## src/rtl/yukle_sakla_birimi_if.sv

```systemverilog
// -----------------------------------------------------------------------------
// yukle_sakla_birimi_if
// Core-side request/response bundle of the load/store unit.
//   istek_gecerli  core -> unit  request valid
//   istek_hazir    unit -> core  unit can accept a request
//   istek_yaz      core -> unit  1 = store, 0 = load
//   istek_funct3   core -> unit  RISC-V funct3 (size/sign)
//   istek_adres    core -> unit  byte address
//   istek_veri     core -> unit  store data, LSB-aligned
//   yanit_gecerli  unit -> core  one-cycle response pulse
//   yanit_veri     unit -> core  load result (0 for stores and faults)
//   yanit_hata     unit -> core  request faulted, valid with yanit_gecerli
// Modports: master = core side, slave = load/store unit.
// -----------------------------------------------------------------------------
interface yukle_sakla_birimi_if;
  logic        istek_gecerli;
  logic        istek_hazir;
  logic        istek_yaz;
  logic [2:0]  istek_funct3;
  logic [31:0] istek_adres;
  logic [31:0] istek_veri;
  logic        yanit_gecerli;
  logic [31:0] yanit_veri;
  logic        yanit_hata;

  modport master (
    output istek_gecerli, istek_yaz, istek_funct3, istek_adres, istek_veri,
    input  istek_hazir, yanit_gecerli, yanit_veri, yanit_hata
  );

  modport slave (
    input  istek_gecerli, istek_yaz, istek_funct3, istek_adres, istek_veri,
    output istek_hazir, yanit_gecerli, yanit_veri, yanit_hata
  );
endinterface

```

## src/rtl/yukle_sakla_birimi.sv

```systemverilog
// -----------------------------------------------------------------------------
// yukle_sakla_birimi
// RISC-V load/store unit in front of a word-organised data memory with a
// combinational read port. Sub-word stores are done as read-modify-write in
// a single access cycle. Flow: BOSTA -> ERISIM -> YANIT -> BOSTA; faulted
// requests skip ERISIM and never touch memory.
//
// Ports:
//   clk                 clock, rising edge
//   rst                 asynchronous active-high reset
//   bus                 core request/response bundle (slave modport)
//   bellek_adres        word index to data memory (0 outside ERISIM)
//   bellek_veri         merged write word to data memory
//   bellege_yaz         data memory write enable
//   bellek_veri_cikisi  combinational read word from data memory
//
// Parameter KELIME_SAYISI: memory depth in 32-bit words (power of two).
// Optional feature macro ADRES_SINIR_KONTROL_EN: when defined, addresses at or
// beyond 4*KELIME_SAYISI fault; otherwise they wrap modulo the memory size.
// -----------------------------------------------------------------------------
module yukle_sakla_birimi #(
  parameter int KELIME_SAYISI = 256
) (
  input  logic                    clk,
  input  logic                    rst,
  yukle_sakla_birimi_if.slave     bus,
  output logic [31:0]             bellek_adres,
  output logic [31:0]             bellek_veri,
  output logic                    bellege_yaz,
  input  logic [31:0]             bellek_veri_cikisi
);

  // Word-index mask; also serves as the highest legal word index.
  localparam logic [31:0] ADRES_MASKE = 32'(KELIME_SAYISI - 1);

  typedef enum logic [1:0] {
    BOSTA  = 2'd0,
    ERISIM = 2'd1,
    YANIT  = 2'd2
  } durum_t;

  durum_t      durum, sonraki_durum;

  logic        r_yaz;
  logic [2:0]  r_funct3;
  logic [31:0] r_adres;
  logic [31:0] r_veri;
  logic        r_hata;
  logic [31:0] r_yanit_veri;

  logic        kabul;
  logic        istek_hatali;
  logic [7:0]  bayt;
  logic [15:0] yarim;
  logic [31:0] yuklenen_deger;
  logic [31:0] birlesik_kelime;

  assign kabul = (durum == BOSTA) && bus.istek_gecerli;

  // Fault classification of the incoming request, evaluated in BOSTA.
  always_comb begin
    // NOTE: every always_comb output gets a default first so no path can
    // leave it unassigned and infer a latch.
    istek_hatali = 1'b0;
    case (bus.istek_funct3)
      3'b000:  istek_hatali = 1'b0;                                  // LB / SB
      3'b001:  istek_hatali = bus.istek_adres[0];                    // LH / SH
      3'b010:  istek_hatali = |bus.istek_adres[1:0];                 // LW / SW
      3'b100:  istek_hatali = bus.istek_yaz;                         // LBU only
      3'b101:  istek_hatali = bus.istek_yaz | bus.istek_adres[0];    // LHU only
      default: istek_hatali = 1'b1;
    endcase
`ifdef ADRES_SINIR_KONTROL_EN
    if ((bus.istek_adres >> 2) > ADRES_MASKE) istek_hatali = 1'b1;
`endif
  end

  // ---------------------------------------------------------------- state reg
  always_ff @(posedge clk or posedge rst) begin
    // NOTE: sequential state uses non-blocking assignments so every register
    // samples pre-edge values regardless of process ordering.
    if (rst) durum <= BOSTA;
    else     durum <= sonraki_durum;
  end

  // --------------------------------------------------------------- next state
  always_comb begin
    sonraki_durum = durum;
    case (durum)
      BOSTA:   if (bus.istek_gecerli) sonraki_durum = istek_hatali ? YANIT : ERISIM;
      ERISIM:  sonraki_durum = YANIT;
      YANIT:   sonraki_durum = BOSTA;
      default: sonraki_durum = BOSTA;
    endcase
  end

  // ------------------------------------------------------ request / load data
  always_ff @(posedge clk or posedge rst) begin
    if (rst) begin
      r_yaz        <= 1'b0;
      r_funct3     <= 3'b000;
      r_adres      <= '0;
      r_veri       <= '0;
      r_hata       <= 1'b0;
      r_yanit_veri <= '0;
    end else if (kabul) begin
      r_yaz        <= bus.istek_yaz;
      r_funct3     <= bus.istek_funct3;
      r_adres      <= bus.istek_adres;
      r_veri       <= bus.istek_veri;
      r_hata       <= istek_hatali;
      // Cleared here so stores and faults answer with zero data.
      r_yanit_veri <= '0;
    end else if (durum == ERISIM && !r_yaz) begin
      r_yanit_veri <= yuklenen_deger;
    end
  end

  // Lane extraction for loads and lane merge for stores.
  always_comb begin
    bayt            = bellek_veri_cikisi[8*r_adres[1:0] +: 8];
    yarim           = bellek_veri_cikisi[16*r_adres[1] +: 16];
    yuklenen_deger  = bellek_veri_cikisi;
    birlesik_kelime = bellek_veri_cikisi;
    case (r_funct3)
      3'b000:  yuklenen_deger = {{24{bayt[7]}}, bayt};
      3'b001:  yuklenen_deger = {{16{yarim[15]}}, yarim};
      3'b100:  yuklenen_deger = {24'h0, bayt};
      3'b101:  yuklenen_deger = {16'h0, yarim};
      default: yuklenen_deger = bellek_veri_cikisi;
    endcase
    case (r_funct3)
      3'b000:  birlesik_kelime[8*r_adres[1:0] +: 8] = r_veri[7:0];
      3'b001:  birlesik_kelime[16*r_adres[1] +: 16] = r_veri[15:0];
      default: birlesik_kelime = r_veri;
    endcase
  end

  // ------------------------------------------------------------------ outputs
  always_comb begin
    bus.istek_hazir   = 1'b0;
    bus.yanit_gecerli = 1'b0;
    bus.yanit_veri    = '0;
    bus.yanit_hata    = 1'b0;
    bellek_adres      = '0;
    bellek_veri       = '0;
    bellege_yaz       = 1'b0;
    case (durum)
      BOSTA: bus.istek_hazir = 1'b1;
      ERISIM: begin
        // Upper address bits are masked off, so out-of-range accesses wrap.
        bellek_adres = (r_adres >> 2) & ADRES_MASKE;
        if (r_yaz) begin
          bellege_yaz = 1'b1;
          bellek_veri = birlesik_kelime;
        end
      end
      YANIT: begin
        bus.yanit_gecerli = 1'b1;
        bus.yanit_veri    = r_yanit_veri;
        bus.yanit_hata    = r_hata;
      end
      default: ;
    endcase
  end

endmodule

```

## src/flat_wrapper.sv

```systemverilog
// flat-port wrapper written by rule: the top's interface ports become plain ports
module yukle_sakla_birimi_flat 
#(
  parameter int KELIME_SAYISI = 256
)
  (clk, rst, bellek_adres, bellek_veri, bellege_yaz, bellek_veri_cikisi, bus_istek_gecerli, bus_istek_yaz, bus_istek_funct3, bus_istek_adres, bus_istek_veri, bus_istek_hazir, bus_yanit_gecerli, bus_yanit_veri, bus_yanit_hata);
  yukle_sakla_birimi_if bus_i ();
  input  logic clk;
  input  logic rst;
  output logic [31:0] bellek_adres;
  output logic [31:0] bellek_veri;
  output logic bellege_yaz;
  input  logic [31:0] bellek_veri_cikisi;
  input wire logic [$bits(bus_i.istek_gecerli)-1:0] bus_istek_gecerli;
  input wire logic [$bits(bus_i.istek_yaz)-1:0] bus_istek_yaz;
  input wire logic [$bits(bus_i.istek_funct3)-1:0] bus_istek_funct3;
  input wire logic [$bits(bus_i.istek_adres)-1:0] bus_istek_adres;
  input wire logic [$bits(bus_i.istek_veri)-1:0] bus_istek_veri;
  output wire logic [$bits(bus_i.istek_hazir)-1:0] bus_istek_hazir;
  output wire logic [$bits(bus_i.yanit_gecerli)-1:0] bus_yanit_gecerli;
  output wire logic [$bits(bus_i.yanit_veri)-1:0] bus_yanit_veri;
  output wire logic [$bits(bus_i.yanit_hata)-1:0] bus_yanit_hata;
  assign bus_i.istek_gecerli = bus_istek_gecerli;
  assign bus_i.istek_yaz = bus_istek_yaz;
  assign bus_i.istek_funct3 = bus_istek_funct3;
  assign bus_i.istek_adres = bus_istek_adres;
  assign bus_i.istek_veri = bus_istek_veri;
  assign bus_istek_hazir = bus_i.istek_hazir;
  assign bus_yanit_gecerli = bus_i.yanit_gecerli;
  assign bus_yanit_veri = bus_i.yanit_veri;
  assign bus_yanit_hata = bus_i.yanit_hata;
  yukle_sakla_birimi #(.KELIME_SAYISI(KELIME_SAYISI)) u_core (.clk(clk), .rst(rst), .bus(bus_i), .bellek_adres(bellek_adres), .bellek_veri(bellek_veri), .bellege_yaz(bellege_yaz), .bellek_veri_cikisi(bellek_veri_cikisi));
endmodule
```

## config.mk

```make
export PLATFORM = sky130hd
export DESIGN_NAME = yukle_sakla_birimi_flat
export DESIGN_NICKNAME = d
export VERILOG_FILES = /design/src/rtl/yukle_sakla_birimi_if.sv /design/src/rtl/yukle_sakla_birimi.sv /design/src/flat_wrapper.sv
export SDC_FILE = /design/constraint.sdc
export NUM_CORES = 1
export LEC_CHECK = 0
export CAP_MARGIN = 20
export CORE_MARGIN = 2
export CORE_UTILIZATION = 44
export CTS_CLUSTER_DIAMETER = 30
export DETAILED_ROUTE_END_ITERATION = 6
export PLACE_DENSITY = 0.82
export SLEW_MARGIN = 0
export SYNTH_ARGS = -nofsm -noshare
export SYNTH_HDL_FRONTEND = slang
export SYNTH_SLANG_ARGS = --single-unit
```

## constraint.sdc

```tcl
create_clock -name clk -period 2.9 [get_ports clk]
set_input_delay 0.58 -clock clk [delete_from_list [all_inputs] [get_ports clk]]
set_output_delay 0.58 -clock clk [all_outputs]
set_load 0.005 [all_outputs]
```

# Word level (Yosys, flattened, before mapping)
# Cells that the tools add are included.
# op_classes
n_addsub,2
n_eq_ne,10
shift,6
n_mux,19
bitwise_logic,1
reduce_logical,8
# op_table
op,count
32-bit 2-to-1 mux,5
32-bit case mux with 4 select lines,1
5-bit negator with 34-bit output,2
32-bit bitwise mux,2
32-bit case mux with 2 select lines,1
16-bit by 34-bit variable shift with 32-bit output (first input constant),1
8-bit by 34-bit variable shift with 32-bit output (first input constant),1
16-bit by 34-bit variable part select with 32-bit output,1
8-bit by 34-bit variable part select with 32-bit output,1
32-bit by 6-bit variable part select with 16-bit output,1
32-bit by 6-bit variable part select with 8-bit output,1
3-bit == test (second input constant),4
8-bit 2-to-1 mux,1
3-bit by 1-bit == test with 1-bit output (second input constant),2
3-bit zero test,2
1-bit 2-to-1 mux,5
1-bit case mux with 5 select lines,1
2-bit 2-to-1 mux,2
2-bit case mux with 2 select lines,1
3-bit by 2-bit == test with 1-bit output (second input constant),1
2-bit by 1-bit == test with 1-bit output (second input constant),1
2-bit == test (second input constant),1
1-bit logical AND,2
2-bit zero test,1
5 further kinds,5
# totals
regBits,81
inputBits,103
output_inout_bits,100
elab_cells,53

# Longest topological paths before layout
# Gate-level depths: netlist of run 1.
# logic_depth
word_depth,6
mapped_depth,8
depth_no_buf,6

# Least setup slack after synthesis of run 1
# No wires, ideal clock.
# synth_path
path_type,reg2out
from,reg u_core.r_adres[1]
to,out bellek_veri[24]
arrival_ps,2101
required_ps,2320
path_slack_ps,219
path_stages_with_launch,9
n_path_buf,2
path_cell_list,dfrtp_1 buf_6 buf_2 inv_1 ha_1 nor4bb_1 nor2b_1 a221oi_1 a21oi_1
# synth_between
elab_chain_len,6
word_cells_on_any_way,11
cone_classes,add/sub (2); shift (4); mux (5)
# synth_rtl
item,line,source
start: declaration,yukle_sakla_birimi.sv:46,logic [31:0] r_adres;
start signal: assignment,yukle_sakla_birimi.sv:109,r_adres <= bus.istek_adres;
5-bit negator with 34-bit output (on tied branches),"yukle_sakla_birimi.sv:134, yukle_sakla_birimi.sv:133",
16-bit by 34-bit variable part select with 32-bit output (tied with other cells),yukle_sakla_birimi.sv:134,3'b001: birlesik_kelime[16*r_adres[1] +: 16] = r_veri[15:0];
32-bit bitwise mux (on tied branches),"yukle_sakla_birimi.sv:134, yukle_sakla_birimi.sv:133",
32-bit case mux with 2 select lines *,yukle_sakla_birimi.sv:132,case (r_funct3)
32-bit 2-to-1 mux *,yukle_sakla_birimi.sv:153,if (r_yaz) begin
32-bit 2-to-1 mux *,yukle_sakla_birimi.sv:148,case (durum)
end: declaration,flat_wrapper.sv:11,output logic [31:0] bellek_veri;
# Every way passes the cells marked *; elsewhere a longest branch is shown, timed or not.

# Worst setup path after layout of run 1
# layout_path
from,reg u_core.r_funct3[1]
to,out bellek_veri[14]
# layout_between
elab_chain_len,4
word_cells_on_any_way,5
cone_classes,eq/ne (1); mux (3); reduce/logical (1)
# layout_rtl
item,line,source
start: declaration,yukle_sakla_birimi.sv:45,logic [2:0] r_funct3;
start signal: assignment,yukle_sakla_birimi.sv:108,r_funct3 <= bus.istek_funct3;
3-bit by 1-bit == test with 1-bit output / 3-bit zero test (equally long branches),yukle_sakla_birimi.sv:132,
32-bit case mux with 2 select lines *,yukle_sakla_birimi.sv:132,
32-bit 2-to-1 mux *,yukle_sakla_birimi.sv:153,
32-bit 2-to-1 mux *,yukle_sakla_birimi.sv:148,
# Marked as above.

==> out/results.tsv, run 1 <==
metric	value	unit
status	finished, violations left	
violations	negative setup slack	
layout-drive-gt1-share	30.1	%
finalNonFillerCells	831	
grt_pass1_wl	27400	µm
grt_overflow	0	
drtAntennaViolNets	0	
grtUsageTotal	28.2	%
finalMaxSlewViolations	0	
htreeDepth	3	
ys_seq_area_share	40.6	%
drc	0	
ir_worst_vdd	432	µV
clockBufferDepth	2	
start_util	45.7	%
yosys-top-cells-area	dfrtp_1 41%, mux2_2 14%, and2_1 5.3%	
die_w	111	µm
synth.avg_cell_area	10.1	µm²
clock-sinks	81	
synth_top_area_cell	dfrtp_1	
relSlewSlack	35.9	%
rsz0062_at_grt	yes	
grt_start_max_net_pins	52	
leakage	3.35	nW
maxCapViolCount	0	
ctsHoldBuffers	0	
post-place-cells	797	
place.gp.congestion	0.969	
async_flop_share	100	%
whs_path_depth	2	
clockRootBuffer	clkbuf_16	
synth_compound_area_share	18.3	%
critical_path_class	flop to primary output	
synth_fa_ha_area_share	1.25	%
min_path_type	flop to flop	
syn2layout_area_growth	51.5	%
synth_top_family_by_area	compound AO/OA/AOI/OAI gates	
yosysTopAreaCellShare	40.6	%
num_vias	5163	
synth_edf_count	0	
dp_hpwl	12400	µm
worst_pin_slew	0.961	ns
die-area	0.0122	mm²
cts_buffers	9	
finalWirelength	19000	µm
first_pass_iters	7	
cp_max_fo	8	
endpoint_kind	primary output	
holdWs	0.481	ns
period_minus_slack	3.02	ns
worst_setup_hold_path_clk_slew	0.07	ns
dp_slack	0.00231	ns
final.setup.worst_slack	-0.120	ns
yosysWarnings	0	
coreArea	0.0109	mm²
critPathRequiredTime	2.32	ns
synth_xor_xnor_area_share	0	%
reg2reg_depth	6	
start_kind	flop	
grt_pass1_vias	4942	
port_buffers	156	
ys_top_cells_by_count	81 x dfrtp_1, 64 x mux2_2, 42 x and2_1	
die_height	111	µm
synth_area	0.00499	mm²
finalPower	4.45	mW
synth_cell_types	51	
final_nets	794	
synth_mux_area_share	15.9	%
insertion_delay	0.35	ns
drtIter0Drc	623	
diodes	0	
fin_setup_tns	-0.330	ns
boundaryPins	203	
clock_skew	0.00984	ns
fmax	0.331	GHz
min_period_over_period	104	%
tritoncts	done	
hold_viol	0	
yosys_most_used_dff	dfrtp_1	
antenna_found_initial	0	
critPathArrivalTime	2.44	ns
p_per_area	588	mW/mm²
setup_viol	7	
synthCells	495	
synth-simple-area-share	16.6	%
core.rowCount	38	
wl_per_cell	22.8	µm
synth_most_common_cell	dfrtp_1	
synth-seq-cells	81	
viasPerCell	6.21	
[what timing repair did]
| item | 4_1_cts | 5_1_grt |
|---|---|---|
| endpoints found under the setup margin | 32 | 25 |
| cloned | 1 | 1 |
| gates resized for setup | 59 | 47 |
| setup buffers | 6 | 10 |
| pin swaps | 19 | 14 |
[final timing paths]
path                                             start                       to  slack (ns)
min in group asynchronous                          rst        u_core.r_adres[1]        0.65
worst max register to register       u_core.r_adres[0]  u_core.r_yanit_veri[27]        0.68
worst max-delay path                u_core.r_funct3[1]          bellek_veri[14]       -0.12
worst min register to register  u_core.r_yanit_veri[3]   u_core.r_yanit_veri[3]        0.48
max in group asynchronous                          rst        u_core.r_veri[15]        1.59
worst min-delay path            u_core.r_yanit_veri[3]   u_core.r_yanit_veri[3]        0.48
[final cells by class]
type	count	area (µm²)
Tap cell	140	175
Clock inverter	5	86.3
Inverter	8	35.0
Fill cell	768	3370
Multi-Input combinational cell	373	2940
Clock buffer	11	253
Sequential cell	81	2030
Timing Repair Buffer	213	2050
[per-layer routing]
metal	GRT usage, %	part of all wire [%]	vias to the layer above
li1	-	-	2167
met1	33.7	35	2404
met2	46.5	46	454
met3	5.87	11	138
met4	17.6	7.7	0
met5	0	0	-
[power by group]
part           internal [mW]  switching [mW]
registers               1.33           0.172
clock network          0.808           0.492
logic                  0.790           0.858
total                   2.93            1.52
[placed cells by master (no fill, tap or decap), types with 5 or more instances in the layout]
master	count
clkdlybuf4s50_1	125
dfrtp_1	80
mux2_2	64
buf_4	49
and2_1	42
nand2_1	34
nor2_1	29
o21ai_0	28
conb_1	24
dlygate4sd2_1	13
a221o_2	10
a21oi_1	10
clkbuf_16	10
dlymetal6s2s_1	10
a221oi_2	9
nand3_1	8
a221o_1	8
a222oi_1	8
a21oi_2	7
nand2b_1	6
mux2i_1	6
a221oi_1	6
nor2b_1	5
a22oi_2	5
o221ai_1	5
o2111ai_1	5
nand4_1	5
[stage by stage]
stage | area [µm²] | util [%]
6_report | 7560 | 69.2
5_1_grt | 7560 | 69.2
4_1_cts | 7370 | 67.4
3_5_place_dp | 6820 | 62.3
3_3_place_gp | 6820 | 62.3
2_1_floorplan | 5080 | -
[flip-flops by register name, summed over array words and instances (netlist names)]
name	count
u_core.r_yaz	1
u_core.r_veri	32
u_core.r_hata	1
u_core.durum	2
u_core.r_yanit_veri	32
u_core.r_adres	10
u_core.r_funct3	3
[worst max-delay path, cell delays in order, from the launching register on]
cell and delay, ns:
dfrtp_1 0.42, buf_4 0.17, or2_4 0.26, buf_4 0.19, nor3_2 0.26, buf_4 0.21, a222oi_1 0.11, nor2_1 0.21
dlygate4sd2_1 0.27
[kinds of logic (layout without fill, tap and decap cells)]
kind of cell	count (synthesis)	in the layout
multiplexers	71	71
buffers and inverters	65	237
AND/OR/NAND/NOR	154	155
flip-flops	81	81
adder cells (fa/ha/maj)	5	5
other	1	24
AO/OA/AOI/OAI	118	118
No activity file was read; power rests on OpenSTA's default activity.
==> run 2, diff against run 1 <==
--- a/config.mk
+++ b/config.mk
@@ -8,9 +8,11 @@
 export CAP_MARGIN = 20
 export CORE_MARGIN = 2
 export CORE_UTILIZATION = 44
+export CTS_BUF_LIST = sky130_fd_sc_hd__clkbuf_8 sky130_fd_sc_hd__clkbuf_16
 export CTS_CLUSTER_DIAMETER = 30
 export DETAILED_ROUTE_END_ITERATION = 6
 export PLACE_DENSITY = 0.82
+export RECOVER_POWER = 25
 export SLEW_MARGIN = 0
 export SYNTH_ARGS = -nofsm -noshare
 export SYNTH_HDL_FRONTEND = slang
==> constraint.sdc (replaced) <==
create_clock -name clk -period 3.1 [get_ports clk]
set_input_delay 0.62 -clock clk [delete_from_list [all_inputs] [get_ports clk]]
set_output_delay 0.62 -clock clk [all_outputs]
set_load 0.005 [all_outputs]
==> run 2 against run 1 <==
The run ends with max-capacitance violations, max-slew violations left. Worst setup slack improved by 0.12 ns. Sequential power down 5%. Register-to-register slack better by 0.32 ns. Clock skew fell by 0.0024 ns. Via count fell by 3.5%. Utilization fell by 1.8 points. Global-route usage decreased by 1.2 points.
==> out/results.tsv, run 2 (synthesis gave the netlist of run 1 again) <==
metric	value	unit	change
diodes	0		unchanged
syn2layout_area_growth	47.5	%	
leakage	3.21	nW	-4.2%
final_cell_mix	138 x clkdlybuf4s50_1, 79 x dfrtp_1, 64 x mux2_2, 42 x and2_1, 40 x buf_4		
cp_max_fo	10		+2
grt_pass1_wl	26500	µm	-3.3%
cts_buffers	9		unchanged
finalWirelength	17600	µm	-7.2%
drtIter0Drc	762		+22%
grt_start_max_net_pins	52		unchanged
p_seq_share	36.1	%	+2.3 points
critical_path_class	flop to primary output		
clockRootBuffer	clkbuf_16		
grt_pass1_vias	4983		+0.83%
viasPerCell	6.08		-2.2%
core.rowCount	38		unchanged
first_pass_iters	7		unchanged
num_vias	4984		-3.5%
reg2reg_depth	3		-3
status	finished, violations left		
dp_slack	0.0924	ns	+0.0901 ns
final.setup.worst_slack	0.000202	ns	+0.120 ns
grt_overflow	0		unchanged
drtAntennaViolNets	0		unchanged
port_buffers	156		unchanged
wl_per_cell	21.5	µm	-6.0%
drc	0		unchanged
boundaryPins	203		unchanged
ir_worst_vdd	322	µV	-26%
ctsHoldBuffers	0		unchanged
min_period_over_period	100	%	
layout-drive-gt1-share	25.3	%	-4.8 points
die_height	111	µm	unchanged
rsz0062_at_grt	yes		
violations	max-capacitance violations, max-slew violations		
holdWs	0.485	ns	+0.00357 ns
clkPwrFrac	29.6	%	+0.4 points
place.gp.congestion	0.945		-2.6%
die-area	0.0122	mm²	unchanged
timing.rr.end	u_core.r_yanit_veri[0]		
maxCapViolCount	1		+1
period_minus_slack	3.10	ns	
start_kind	flop		
reg_top3	u_core.r_veri x32, u_core.r_yanit_veri x32, u_core.r_adres x10		
setup.worst_path.end	bellek_veri[7]		
start_util	45.7	%	unchanged
p_per_area	536	mW/mm²	-8.9%
finalMaxSlewViolations	47		+47
final_common_cell	clkdlybuf4s50_1		
insertion_delay	0.34	ns	about the same
startpoint	u_core.r_funct3[2]		
hold_viol	0		unchanged
grtUsageTotal	27.1	%	-1.2 points
critPathRequiredTime	2.48	ns	+0.16 ns
clockBufferDepth	2		unchanged
utilization	67.3	%	-1.8 points
relSlewSlack	-20.3	%	-56 points
combPwrFrac	34.3	%	-2.7 points
swShare	32.9	%	-1.3 points
coreArea	0.0109	mm²	unchanged
endpoint_kind	primary output		
worst_pin_slew	1.80	ns	+0.842 ns
p_sw	1.30	mW	-15%
worst_setup_hold_path_clk_slew	0.06	ns	about the same
r2r-start	u_core.durum[0]		
die_w	111	µm	unchanged
fmax	0.323	GHz	
setup_viol	0		-7
htreeDepth	3		unchanged
design_area	0.00736	mm²	-2.6%
clock_skew	0.00743	ns	-0.00241 ns
final_nets	783		-1.4%
min_path_type	flop to flop		
p_int	2.65	mW	-9.5%
clock-sinks	81		unchanged
dp_hpwl	12400	µm	-0.51%
min_from	u_core.r_yanit_veri[4]		
tritoncts	done		
critPathArrivalTime	2.48	ns	+0.04 ns
placed_area	0.00676	mm²	-0.88%
antenna_found_initial	0		unchanged
r2r_slack	1.00	ns	+0.32 ns
## run 2: changes by cell type in the layout (fill, tap and decap cells not counted), moves of 9 or more
cell	change
clkdlybuf4s50_1	+13
a221oi_1	+10
a221oi_2	-9
buf_4	-9
## run 2: worst min-delay path by stage
stage | end | slack, ns | cells past startpoint
CTS | u_core.r_yanit_veri[4] | 0.49 | 2
detailed placement | u_core.r_yanit_veri[4] | 0.47 | 2
finish | u_core.r_yanit_veri[4] | 0.49 | 2
global placement | u_core.r_yanit_veri[13] | 0.46 | 2
floorplan | u_core.r_yanit_veri[5] | 0.44 | 2
global route | u_core.r_yanit_veri[21] | 0.52 | 1
## run 2: critical path, cell delays in order (launching register included)
cell and delay [ns]:
dfrtp_2 0.44, or2_2 0.45, nor3_4 0.34, a22oi_1 0.17, nor2_1 0.19, clkdlybuf4s50_1 0.54
## run 2: layout make-up
| class | count | area (µm²) |
|---|---|---|
| clock buffer | 10 | 239 |
| clock inverter | 6 | 90.1 |
| fill | 802 | 3570 |
| inverter | 8 | 33.8 |
| multi-input combinational | 372 | 2800 |
| sequential | 81 | 2030 |
| tap | 140 | 175 |
| timing repair buffer | 203 | 1990 |
## run 2: power by group through the flow
stage,Sequential (mW),Combinational [mW],Clock (mW)
floorplan,1.36,0.768,0
CTS,1.41,1.26,1.17
finish,1.42,1.36,1.17
global placement,1.41,1.12,0
global route,1.44,1.44,1.21
detailed placement,1.42,1.16,0
## run 2: stage by stage
step,TNS (ns),cells,total power [mW]
6_report,0,820,3.95
5_1_grt,-0.267,820,4.08
4_1_cts,0,813,3.84
3_5_place_dp,0,789,2.58
3_3_place_gp,0,789,2.53
2_1_floorplan,0,518,2.12
## run 2: repair_timing
item | 4_1_cts | 5_1_grt
endpoints found under the setup margin | 32 | 20
buffers inserted | 8 | 6
resized for setup | 28 | 25
pin swaps | 12 | 11
endpoints found under the hold margin | 0 | 0
cloned | 0 | 1
## run 2: per-layer routing
layer	GRT usage, %	routed length (µm)	up-vias	share of wire [%]
li1	-	-	2136	-
met1	32.8	6420	2361	36
met2	45.6	8340	379	47
met3	5.32	1710	108	9.7
met4	14.1	1140	0	6.5
met5	0	0	-	0
